<file path="config.mk">
export PLATFORM = sky130hd
export DESIGN_NAME = mult_shift_add
export DESIGN_NICKNAME = d
export VERILOG_FILES = /design/src/rtl/mult_pkg.sv /design/src/rtl/adder_n.sv /design/src/rtl/mult_shift_add.sv
export SDC_FILE = /design/constraint.sdc
export NUM_CORES = 1
export LEC_CHECK = 0
export BUFFER_PORTS_ARGS = -buffer_cell sky130_fd_sc_hd__buf_2
export CAP_MARGIN = 40
export CORE_ASPECT_RATIO = 0.6
export CORE_MARGIN = 5
export CORE_UTILIZATION = 50
export CTS_BUF_LIST = sky130_fd_sc_hd__clkbuf_8
export DETAILED_ROUTE_END_ITERATION = 16
export PLACE_DENSITY = 0.71
export SYNTH_ARGS = -nofsm -noshare
export SYNTH_HDL_FRONTEND = slang
export SYNTH_HIERARCHICAL = 1
export SYNTH_SLANG_ARGS = --single-unit
</file>
<file path="constraint.sdc">
create_clock -name clk -period 20.2 [get_ports clk]
set_input_delay 2.02 -clock clk [delete_from_list [all_inputs] [get_ports clk]]
set_output_delay 2.02 -clock clk [all_outputs]
set_load 0.1 [all_outputs]
</file>
<file path="src/rtl/mult_pkg.sv">
// Shared types for the shift-and-add multiplier.
// Holds the FSM state encoding and the counter-width helper.
package mult_pkg;

  typedef enum logic [1:0] {
    S_IDLE,
    S_RUN,
    S_DONE
  } mult_state_t;

  function automatic int cnt_width(input int n);
    return $clog2(n + 1);
  endfunction

endpackage

</file>
<file path="src/rtl/adder_n.sv">
// N-bit ripple-carry adder.
// Carry threads bit by bit from c_in to c_out.
module adder_n #(
  parameter int N = 32
) (
  input  logic [N-1:0] a,
  input  logic [N-1:0] b,
  input  logic         c_in,
  output logic [N-1:0] sum,
  output logic         c_out
);

  logic cy;

  always_comb begin
    sum = '0;
    cy  = c_in;
    for (int i = 0; i < N; i++) begin
      sum[i] = a[i] ^ b[i] ^ cy;
      cy     = (a[i] & b[i]) | (cy & (a[i] ^ b[i]));
    end
    c_out = cy;
  end

endmodule

</file>
<file path="src/rtl/mult_shift_add.sv">
// Sequential unsigned multiplier, one multiplier bit per clock.
// Optional MULT_OVF_EN adds an ovf flag registered with product.
module mult_shift_add
  import mult_pkg::*;
#(
  parameter int N = 32
) (
  input  logic           clk,
  input  logic           rst_n,
  input  logic           in_valid,
  output logic           in_ready,
  input  logic [N-1:0]   a,
  input  logic [N-1:0]   b,
  output logic           out_valid,
  input  logic           out_ready,
  output logic [2*N-1:0] product
`ifdef MULT_OVF_EN
  ,
  output logic           ovf
`endif
);

  localparam int CW = cnt_width(N);
  localparam logic [CW-1:0] LAST = CW'(N - 1);

  mult_state_t    state;
  logic [N-1:0]   a_q;
  logic [2*N-1:0] p_q;
  logic [CW-1:0]  cnt;

  logic [N-1:0]   add_a;
  logic [N-1:0]   add_b;
  logic [N-1:0]   add_sum;
  logic           add_co;
  logic [2*N-1:0] p_nxt;

  assign add_a = p_q[2*N-1:N];
  assign add_b = p_q[0] ? a_q : '0;

  // carry-out lands in the top bit, so nothing is lost
  assign p_nxt = {add_co, add_sum, p_q[N-1:1]};

  adder_n #(
    .N(N)
  ) adder_partial (
    .a    (add_a),
    .b    (add_b),
    .c_in (1'b0),
    .sum  (add_sum),
    .c_out(add_co)
  );

  always_ff @(posedge clk or negedge rst_n) begin
    if (!rst_n) begin
      state     <= S_IDLE;
      in_ready  <= 1'b1;
      out_valid <= 1'b0;
      product   <= '0;
      a_q       <= '0;
      p_q       <= '0;
      cnt       <= '0;
`ifdef MULT_OVF_EN
      ovf       <= 1'b0;
`endif
    end else begin
      unique case (state)
        S_IDLE: begin
          if (in_valid && in_ready) begin
            a_q      <= a;
            p_q      <= {{N{1'b0}}, b};
            cnt      <= '0;
            in_ready <= 1'b0;
            state    <= S_RUN;
          end
        end
        S_RUN: begin
          p_q <= p_nxt;
          cnt <= cnt + 1'b1;
          if (cnt == LAST) begin
            product   <= p_nxt;
            out_valid <= 1'b1;
`ifdef MULT_OVF_EN
            ovf       <= |p_nxt[2*N-1:N];
`endif
            state     <= S_DONE;
          end
        end
        S_DONE: begin
          if (out_ready) begin
            out_valid <= 1'b0;
            in_ready  <= 1'b1;
            state     <= S_IDLE;
          end
        end
        default: begin
          state <= S_IDLE;
        end
      endcase
    end
  end

endmodule

</file>
==> metrics.md, run 1 <==
| Metric | Value |
|---|---|
| Unique masters post-synth | `33` |
| Post-DP HPWL | `11,300 um` |
| Wire per inst | `16.6 um` |
| Vias in the first global route | `5,540` |
| Buffers added on ports | `133` |
| Filler cell count | `1,235` |
| Die Y | `105 um` |
| Power Density | `105 nW/um^2` |
| CTS sink cnt | `170` |
| Pins Over Slew Limit | `0` |
| Post-Syn Area per Cell | `11.1 um^2` |
| Leak Pwr | `4.44 nW` |
| Crit path DAT | `14,250 ps` |
| Max Fanout on Critical Path | `33` |
| Num ports | `134` |
| Core area | `14,600 um^2` |
| Leading cell types in the layout, fill and taps excluded | `dfrtp_1, nand2_1, buf_2` |
| Reg2reg setup slack | `6330 ps` |
| Levels on crit path | `38` |
| Initial antenna violation count | `0` |
| Pre-antenna DRT Iters | `6` |
| Final Skew | `17.8 ps` |
| Critical path launch point type | `register` |
| RePlAce Congestion | `0.762` |
| Pre-CTS WS | `6370 ps` |
| Final hold vios | `0` |
| Warnings from Yosys | `6` |
| Cts repair resizes | `0` |
| Number of remaining DRC errors | `0` |
| Slowest CP cell | `dfrtp_1` |
| Area Growth Syn to Fin | `15.9%` |
| Cells on worst reg2reg path | `38` |
| Clock insertion delay at the later pin of the skew report | `440 ps` |
| Total number of vias | `5,288` |
| Setup Buffers After CTS | `0` |
| Critical path class | `register to register` |
| Worst Tran Pin Value | `836 ps` |
| First-pass GRT wire length | `28,700 um` |
| Full die area | `17,800 um^2` |
| CTS tree | `yes` |
| Clock slew at reported path FFs | `90 ps` |
| Synthesized area | `7560 um^2` |
| Worst endpoint required time | `20,570 ps` |
| Share of cells above drive strength 1 | `0.254` |
| Nets@finish | `898` |
| Cell family contributing the most delay on the critical path | `adder cells` |
| Reg2reg end | `product[62]` |
| Status | `complete, no violations` |
| Drt initial violations | `417` |
| Critical path capture point | `product[62]` |
| CTS Buffer Depth | `2` |
| Worst path most repeated cell | `fa_1` |
| Final setup vio count | `0` |
| Largest net degree at the start of global routing | `88` |
| Register area share after synthesis | `0.563` |
| Vias per inst | `5.24` |
| Max stage delay on crit path | `710 ps` |
| Min-Delay Path Class | `register to register` |
| Hold_buf cts | `0` |
| Syn Inst Count | `681` |
| Area of the multi-input gates | `3080 um^2` |
| Crit share post-route | `0.687` |
| Worst vdd ir | `0.0531 mV` |
| TNS Setup | `0 ps` |
| Synth Register Bits | `170` |
| Die X | `169 um` |
| Grt total ovfl | `0` |
| CP endpoint kind | `register` |
| Rows | `34` |
| Reg2reg start | `p_q[0]` |
| Max Clock Freq | `0.0721 GHz` |
| Post-Synthesis Net Count | `782` |
| RSZ-0062 raised after global routing | `no` |
| Antenna viol nets, final | `0` |
| GRT Overall Usage | `0.198` |
| Final WL | `16,800 um` |
| Post-layout minimum cycle time | `13,870 ps` |
| Relative slew slack | `0.443` |
| Critical Path Source | `p_q[0]` |
| Sequential cell area | `4260 um^2` |
| Number of max-cap violations | `0` |
| CTS Root Cell | `clkbuf_8` |
| Commonest non-fill, non-tap cell in the layout | `dfrtp_1` |
| Worst setup margin | `6330 ps` |
| H-tree levels | `4` |
| Buf/Inv on CP | `4` |
| Starting Density | `0.517` |
| CTS buffer count | `17` |
[worst min-delay path by stage]
stage          startpoint  endpoint  cells after the start
3_5_place_dp       a_q[9]    a_q[9]                      2
6_report           a_q[9]    a_q[9]                      2
3_3_place_gp       a_q[1]    a_q[1]                      2
4_1_cts            a_q[9]    a_q[9]                      2
5_1_grt           a_q[27]   a_q[27]                      2
2_1_floorplan      a_q[0]    a_q[0]                      2
[where the power goes]
| group | leakage [nW] | total [W] | internal (W) | switching, W |
|---|---|---|---|---|
| clock | 0.190 | 0.000228 | 0.0000952 | 0.000133 |
| sequential | 2.10 | 0.000462 | 0.000405 | 0.0000566 |
| combinational | 2.15 | 0.000228 | 0.0000900 | 0.000138 |
| total | 4.44 | 0.000917 | 0.000590 | 0.000327 |
[routing by layer]
layer / track usage / share of wire
met2: 0.291 / 0.46
met3: 0.0434 / 0.051
met5: 0 / 0
met1: 0.300 / 0.48
met4: 0.0510 / 0.0075
[synth_stat cells]
master,instances,share of area
o311ai_0,1,0.0012
nor3_2,1,0.0013
xor2_1,1,0.0012
o21a_1,1,0.00099
ha_1,1,0.0017
fa_1,32,0.085
nand4_1,1,0.00083
nor2_1,33,0.016
nor3_1,32,0.021
buf_1,5,0.0025
dfstp_2,1,0.0035
buf_4,1,0.00099
mux2_2,26,0.039
nand4bb_1,1,0.0015
buf_6,4,0.0060
nand3_1,40,0.026
nor2b_1,1,0.00083
o21ai_0,4,0.0026
nand2_1,166,0.082
buf_2,20,0.013
a31o_2,1,0.0012
o22ai_1,32,0.026
nor4bb_1,1,0.0013
conb_1,1,0.00050
a21oi_1,4,0.0026
and2_1,32,0.026
clkbuf_1,14,0.0070
inv_1,12,0.0060
dfrtp_1,169,0.56
or3_1,1,0.00083
o41ai_1,1,0.0012
nand2b_1,3,0.0025
mux2_1,38,0.057
[flip-flops by register name, indices dropped and copies added, names as in the netlist]
| name | cells |
|---|---|
| p_q | 64 |
| cnt | 6 |
| product | 64 |
| state | 2 |
| a_q | 32 |
| in_ready | 1 |
| out_valid | 1 |
[kinds of logic after synthesis]
kind of cell    share of synthesized area
flops                               0.563
mux                                0.0953
fa+ha+maj                          0.0864
xor+xnor                          0.00116
buf+inv                            0.0356
simple gates                        0.182
other cells                      0.000496
compound gates                     0.0362
[metrics by stage]
step           cells  hold slack, ps  utilization  total power (W)  area, um^2
6_report        1009             471        0.599         0.000917        8760
5_1_grt         1008             501        0.599         0.000981        8760
4_1_cts         1008             477        0.599         0.000928        8760
3_5_place_dp     976             455        0.573         0.000697        8390
3_3_place_gp     974             452        0.571         0.000681        8350
2_1_floorplan    681             438            -         0.000620        7560
[worst register-to-register path, delay by kind of cell, from the launching register on]
family / cells / cell delay, ps
flip-flops: 1 / 710
multiplexers: 1 / 130
AND/OR/NAND/NOR: 1 / 320
buffers and inverters: 4 / 290
adder cells (fa/ha/maj): 32 / 12400
[layout make-up]
cell class	instances	share of cell area
flip-flops and latches	170	0.486
multi-input cells	455	0.352
repair buffers	141	0.0867
clock buffers	19	0.0298
well taps	198	0.0283
clock inverters	13	0.0123
inverters	12	0.00514
diodes	1	0.000286
Power figures use the tool's default switching activity.
==> run 2: changes to the inputs <==
ABC_AREA = 1   (was default)
PLACE_DENSITY = 0.73   (was 0.71)
clock period = 12.6 ns   (was 20.2 ns; I/O delays follow)
==> run 2 against run 1 <==
Register-to-register slack got worse by 6000 ps. Final area grew 7.3%. Critical path depth is 2 higher. Clock-buffer cell count down 1. Wire length rose by 16%. Sequential share of layout area down 3.3 points. Non-clock buffer count is 4 higher. Clock skew up 2.3 ps. Area after synthesis increased by 7.7%. First-iteration DRC count increased by 11%. Synthesized cell count increased by 42%. Critical endpoint unchanged. Largest cell class unchanged.
==> metrics.md, run 2 <==
| Metric | Value |
|---|---|
| Synth async-reset ratio | `1.00` |
| RSZ-0062 raised after global routing | `no` |
| Commonest non-fill, non-tap cell in the layout | `nand2_1` |
| CTS Root Cell | `clkbuf_8` |
| Vias in the first global route | `6,289` |
| Buffers added on ports | `133` |
| Top cells by area, synth | `dfrtp_1, nand2_1, nand3_1` |
| Antenna viol nets, final | `0` |
| Largest net degree at the start of global routing | `81` |
| Post-Syn Area per Cell | `8.41 um^2` |
| Pre-antenna DRT Iters | `7` |
| Post-DP Area | `8940 um^2` |
| Leading cell types in the layout, fill and taps excluded | `nand2_1, dfrtp_1, nand3_1` |
| Synthesized area | `8140 um^2` |
| Synth area leader | `dfrtp_1` |
| Vias per inst | `5.04` |
| CP endpoint kind | `register` |
| Grt total ovfl | `0` |
| Main synth FF type | `dfrtp_1` |
| Post-layout minimum cycle time | `12,320 ps` |
| CTS buffer count | `17` |
| Cell family contributing the most delay on the critical path | `adder cells` |
| Relative slew slack | `0.484` |
| CTS Buffer Depth | `2` |
| Slowest CP cell | `fa_1` |
| Final WL | `19,400 um` |
| Full die area | `19,000 um^2` |
| Worst setup margin | `279 ps` |
| Syn Inst Count | `968` |
| Share of cells above drive strength 1 | `0.191` |
| Worst path most repeated cell | `fa_2` |
| Final hold vios | `0` |
| Worst Tran Pin Value | `774 ps` |
| Area Growth Syn to Fin | `15.5%` |
| Reg2reg start | `a_q[0]` |
| Levels on crit path | `40` |
| Die X | `175 um` |
| Top-count cell post-synth | `nand2_1` |
| Crit path DAT | `12,690 ps` |
| GRT Overall Usage | `0.213` |
| Number of remaining DRC errors | `0` |
| Pre-CTS WS | `-326 ps` |
| Max Clock Freq | `0.0812 GHz` |
| Min-Delay Path Class | `register to register` |
| Pins Over Slew Limit | `0` |
| Initial antenna violation count | `0` |
| First-pass GRT wire length | `32,600 um` |
| Antenna diodes | `0` |
| Post-synth top area share | `0.519` |
| Critical path class | `register to register` |
| Warnings from Yosys | `6` |
| Total number of vias | `6,500` |
| Num ports | `134` |
| Reg2reg end | `product[62]` |
| Crit share post-route | `0.978` |
| Synth Register Bits | `170` |
| Cells on worst reg2reg path | `40` |
| RePlAce Congestion | `0.783` |
| Number of max-cap violations | `0` |
| Starting Density | `0.505` |
| Final setup vio count | `0` |
| Post-route cell area | `9410 um^2` |
| Wire per inst | `15.1 um` |
| Fin Hold WS | `470 ps` |
| Post-synth EDFFs | `0` |
| Critical path launch point type | `register` |
| Reg2reg setup slack | `280 ps` |
| Max Fanout on Critical Path | `2` |
| Die Y | `109 um` |
| Critical Path Source | `a_q[0]` |
| Nets@finish | `1,170` |
| Core area | `16,100 um^2` |
| Unique masters post-synth | `23` |
| Clock insertion delay at the later pin of the skew report | `440 ps` |
| Critical path capture point | `product[62]` |
| Drt initial violations | `463` |
| Clock slew at reported path FFs | `80 ps` |
| CTS sink cnt | `170` |
| Post-Synthesis Net Count | `1,069` |
| Max stage delay on crit path | `400 ps` |
| Buf/Inv on CP | `5` |
| Biggest regs | `p_q: 64 flops, product: 64 flops, a_q: 32 flops` |
| Post-DP HPWL | `12,200 um` |
| Setup Buffers After CTS | `0` |
| TNS Setup | `0 ps` |
| Filler cell count | `1,498` |
| Final Skew | `20.1 ps` |
| H-tree levels | `4` |
| Rows | `36` |
| Register area share after synthesis | `0.523` |
| Worst endpoint required time | `12,970 ps` |
| Status | `complete, no violations` |
| CTS tree | `yes` |
| Synth cell count leaders | `nand2_1, dfrtp_1, nand3_1` |
[run 2: repair_timing]
action | in CTS | in global routing
resized for setup | 12 | 5
endpoints found under the setup margin | 6 | 2
pin swaps | 0 | 0
hold endpoints to repair | 0 | 0
hold buffers | 0 | 0
[run 2: cell families after synthesis]
group | count (synthesis) | synth area share
buffers and inverters | 114 | 0.0668
AND/OR/NAND/NOR | 642 | 0.325
XOR/XNOR | 1 | 0.00108
adder cells (fa/ha/maj) | 33 | 0.0802
other | 1 | 0.000460
AO/OA/AOI/OAI | 7 | 0.00430
flip-flops | 170 | 0.523
[run 2: tightest hold or removal path, cell delays in order (launching register included)]
cell and delay, ps:
dfrtp_1 340, nand2_1 50, nand2_1 50
[run 2: stage by stage]
stage,util,std cells
floorplan,-,968
global placement,0.547,1255
detailed placement,0.554,1259
CTS,0.583,1290
global route,0.583,1290
finish,0.583,1290
[run 2: worst min path at each step]
stage | from | end | slack [ps] | depth (start not counted)
after floorplan | a_q[0] | a_q[0] | 440 | 2
after global placement | product[46] | product[46] | 450 | 2
after detailed placement | product[9] | product[9] | 450 | 2
after CTS | product[35] | product[35] | 480 | 2
after global routing | product[55] | product[55] | 490 | 2
final | product[53] | product[53] | 470 | 2
[run 2: metal layers]
layer | track usage | vias up | routed length, um
li1 | - | 3197 | -
met1 | 0.332 | 3120 | 9890
met4 | 0.0381 | 0 | 134
met3 | 0.0506 | 11 | 1130
met5 | 0 | - | 0
met2 | 0.307 | 172 | 8280
[run 2: layout make-up]
cell class	count	area, um^2	share of cell area
clock buffers	18	248	0.0263
clock inverters	13	179	0.0190
inverters	51	194	0.0206
multi-input cells	684	3430	0.364
flip-flops and latches	170	4260	0.452
well taps	209	262	0.0278
repair buffers	145	842	0.0895
Power of run 2 is left out: the tool's default activity adds up to more than one toggle a clock period on the data nets, which glitch-free logic cannot reach.
==> run 3: changes to the inputs <==
CORE_ASPECT_RATIO = default   (was 0.6)
==> run 3 against run 2 <==
Register-to-register slack improved by 110 ps. Cell count increased by 0.62%. Global-route usage decreased by 1.0 points. Sequential share of layout area decreased by 0.10 points. Final area increased by 0.23%. Critical path type unchanged.
==> metrics.md, run 3 (synthesized netlist as in run 2, its figures left out) <==
| Metric | Value |
|---|---|
| Commonest non-fill, non-tap cell in the layout | `nand2_1` |
| Worst endpoint required time | `12,990 ps` |
| Crit path DAT | `12,600 ps` |
| CTS Root Cell | `clkbuf_8` |
| Rows | `46` |
| Core area | `15,900 um^2` |
| Drt initial violations | `426` |
| Max stage delay on crit path | `410 ps` |
| Antenna viol nets, final | `0` |
| H-tree levels | `4` |
| Post-route cell area | `9430 um^2` |
| Pins Over Slew Limit | `0` |
| Starting Density | `0.511` |
| Post-DP HPWL | `11,700 um` |
| CTS Buffer Depth | `2` |
| First-pass GRT wire length | `30,400 um` |
| Antenna diodes | `0` |
| Worst Tran Pin Value | `852 ps` |
| Post-DP Area | `8970 um^2` |
| Biggest regs | `p_q: 64 flops, product: 64 flops, a_q: 32 flops` |
| CTS buffer count | `17` |
| Critical path class | `register to register` |
| Relative slew slack | `0.431` |
| Worst path most repeated cell | `fa_2` |
| Initial antenna violation count | `0` |
| Vias in the first global route | `6,326` |
| Buffers added on ports | `133` |
| Final Skew | `8.76 ps` |
| Clock slew at reported path FFs | `90 ps` |
| Number of max-cap violations | `0` |
| Number of remaining DRC errors | `0` |
| RSZ-0062 raised after global routing | `no` |
| Max Fanout on Critical Path | `2` |
| Slowest CP cell | `fa_1` |
| Area Growth Syn to Fin | `15.8%` |
| Num ports | `134` |
| Full die area | `18,900 um^2` |
| Final setup vio count | `0` |
| Wire per inst | `13.9 um` |
| Final hold vios | `0` |
| Largest net degree at the start of global routing | `83` |
| Final WL | `18,000 um` |
| Post-layout minimum cycle time | `12,210 ps` |
| Min-Delay Path Class | `register to register` |
| GRT Overall Usage | `0.203` |
| Nets@finish | `1,171` |
| Max Clock Freq | `0.0819 GHz` |
| Grt total ovfl | `0` |
| Leading cell types in the layout, fill and taps excluded | `nand2_1, dfrtp_1, nand3_1` |
| Clock insertion delay at the later pin of the skew report | `460 ps` |
| Die Y | `138 um` |
| RePlAce Congestion | `0.783` |
| Total number of vias | `6,416` |
| Share of cells above drive strength 1 | `0.194` |
| Crit share post-route | `0.969` |
| CP endpoint kind | `register` |
| Critical path launch point type | `register` |
| CTS tree | `yes` |
| Vias per inst | `4.94` |
| CTS sink cnt | `170` |
| Pre-antenna DRT Iters | `5` |
| Status | `complete, no violations` |
| Die X | `138 um` |
[run 3: final timing paths]
check | depth (start not counted) | end | slack, ps | startpoint
max reg2reg | 40 | product[62] | 390 | a_q[0]
min | 2 | product[3] | 470 | product[3]
min in group asynchronous | 1 | product[19] | 620 | rst_n
max in group asynchronous | 4 | p_q[50] | 10700 | rst_n
min reg2reg | 2 | product[3] | 470 | product[3]
max | 40 | product[62] | 390 | a_q[0]
[run 3: timing repair]
action	in CTS	in global routing
buffers inserted	0	0
resized for setup	11	9
endpoints found under the hold margin	0	0
pin swaps	0	3
hold buffers	0	0
setup endpoints to repair	6	4
[run 3: critical path, delay by kind of cell, from the launching register on]
| family | cells | cell delay (ps) |
|---|---|---|
| adders and majority gates | 32 | 11140 |
| DFF | 1 | 390 |
| buffers and inverters | 5 | 350 |
| and+or+nand+nor | 3 | 240 |
[run 3: through the flow]
step	worst slack, ps	hold WS [ps]	util	std cells	setup TNS, ps
after floorplan	35.1	442	-	968	0
after global routing	31.4	491	0.591	1298	0
final	391	466	0.591	1298	0
after CTS	23.2	473	0.590	1298	0
after global placement	-283	448	0.554	1262	-557
after detailed placement	-481	453	0.563	1267	-1470
[run 3: layer usage]
layer | vias up | track usage | share of wire
li1 | 3204 | - | -
met1 | 3042 | 0.287 | 0.47
met2 | 154 | 0.319 | 0.46
met3 | 16 | 0.0358 | 0.051
met4 | 0 | 0.0671 | 0.011
met5 | - | 0 | 0
[run 3: area by class of cell]
cell class	instances	area, um^2
fill	1436	6520
sequential	170	4260
multi-input combinational	684	3430
timing repair buffer	146	870
clock buffer	20	275
tap	216	270
inverter	51	194
clock inverter	11	129
Power of run 3 is left out for the same reason.
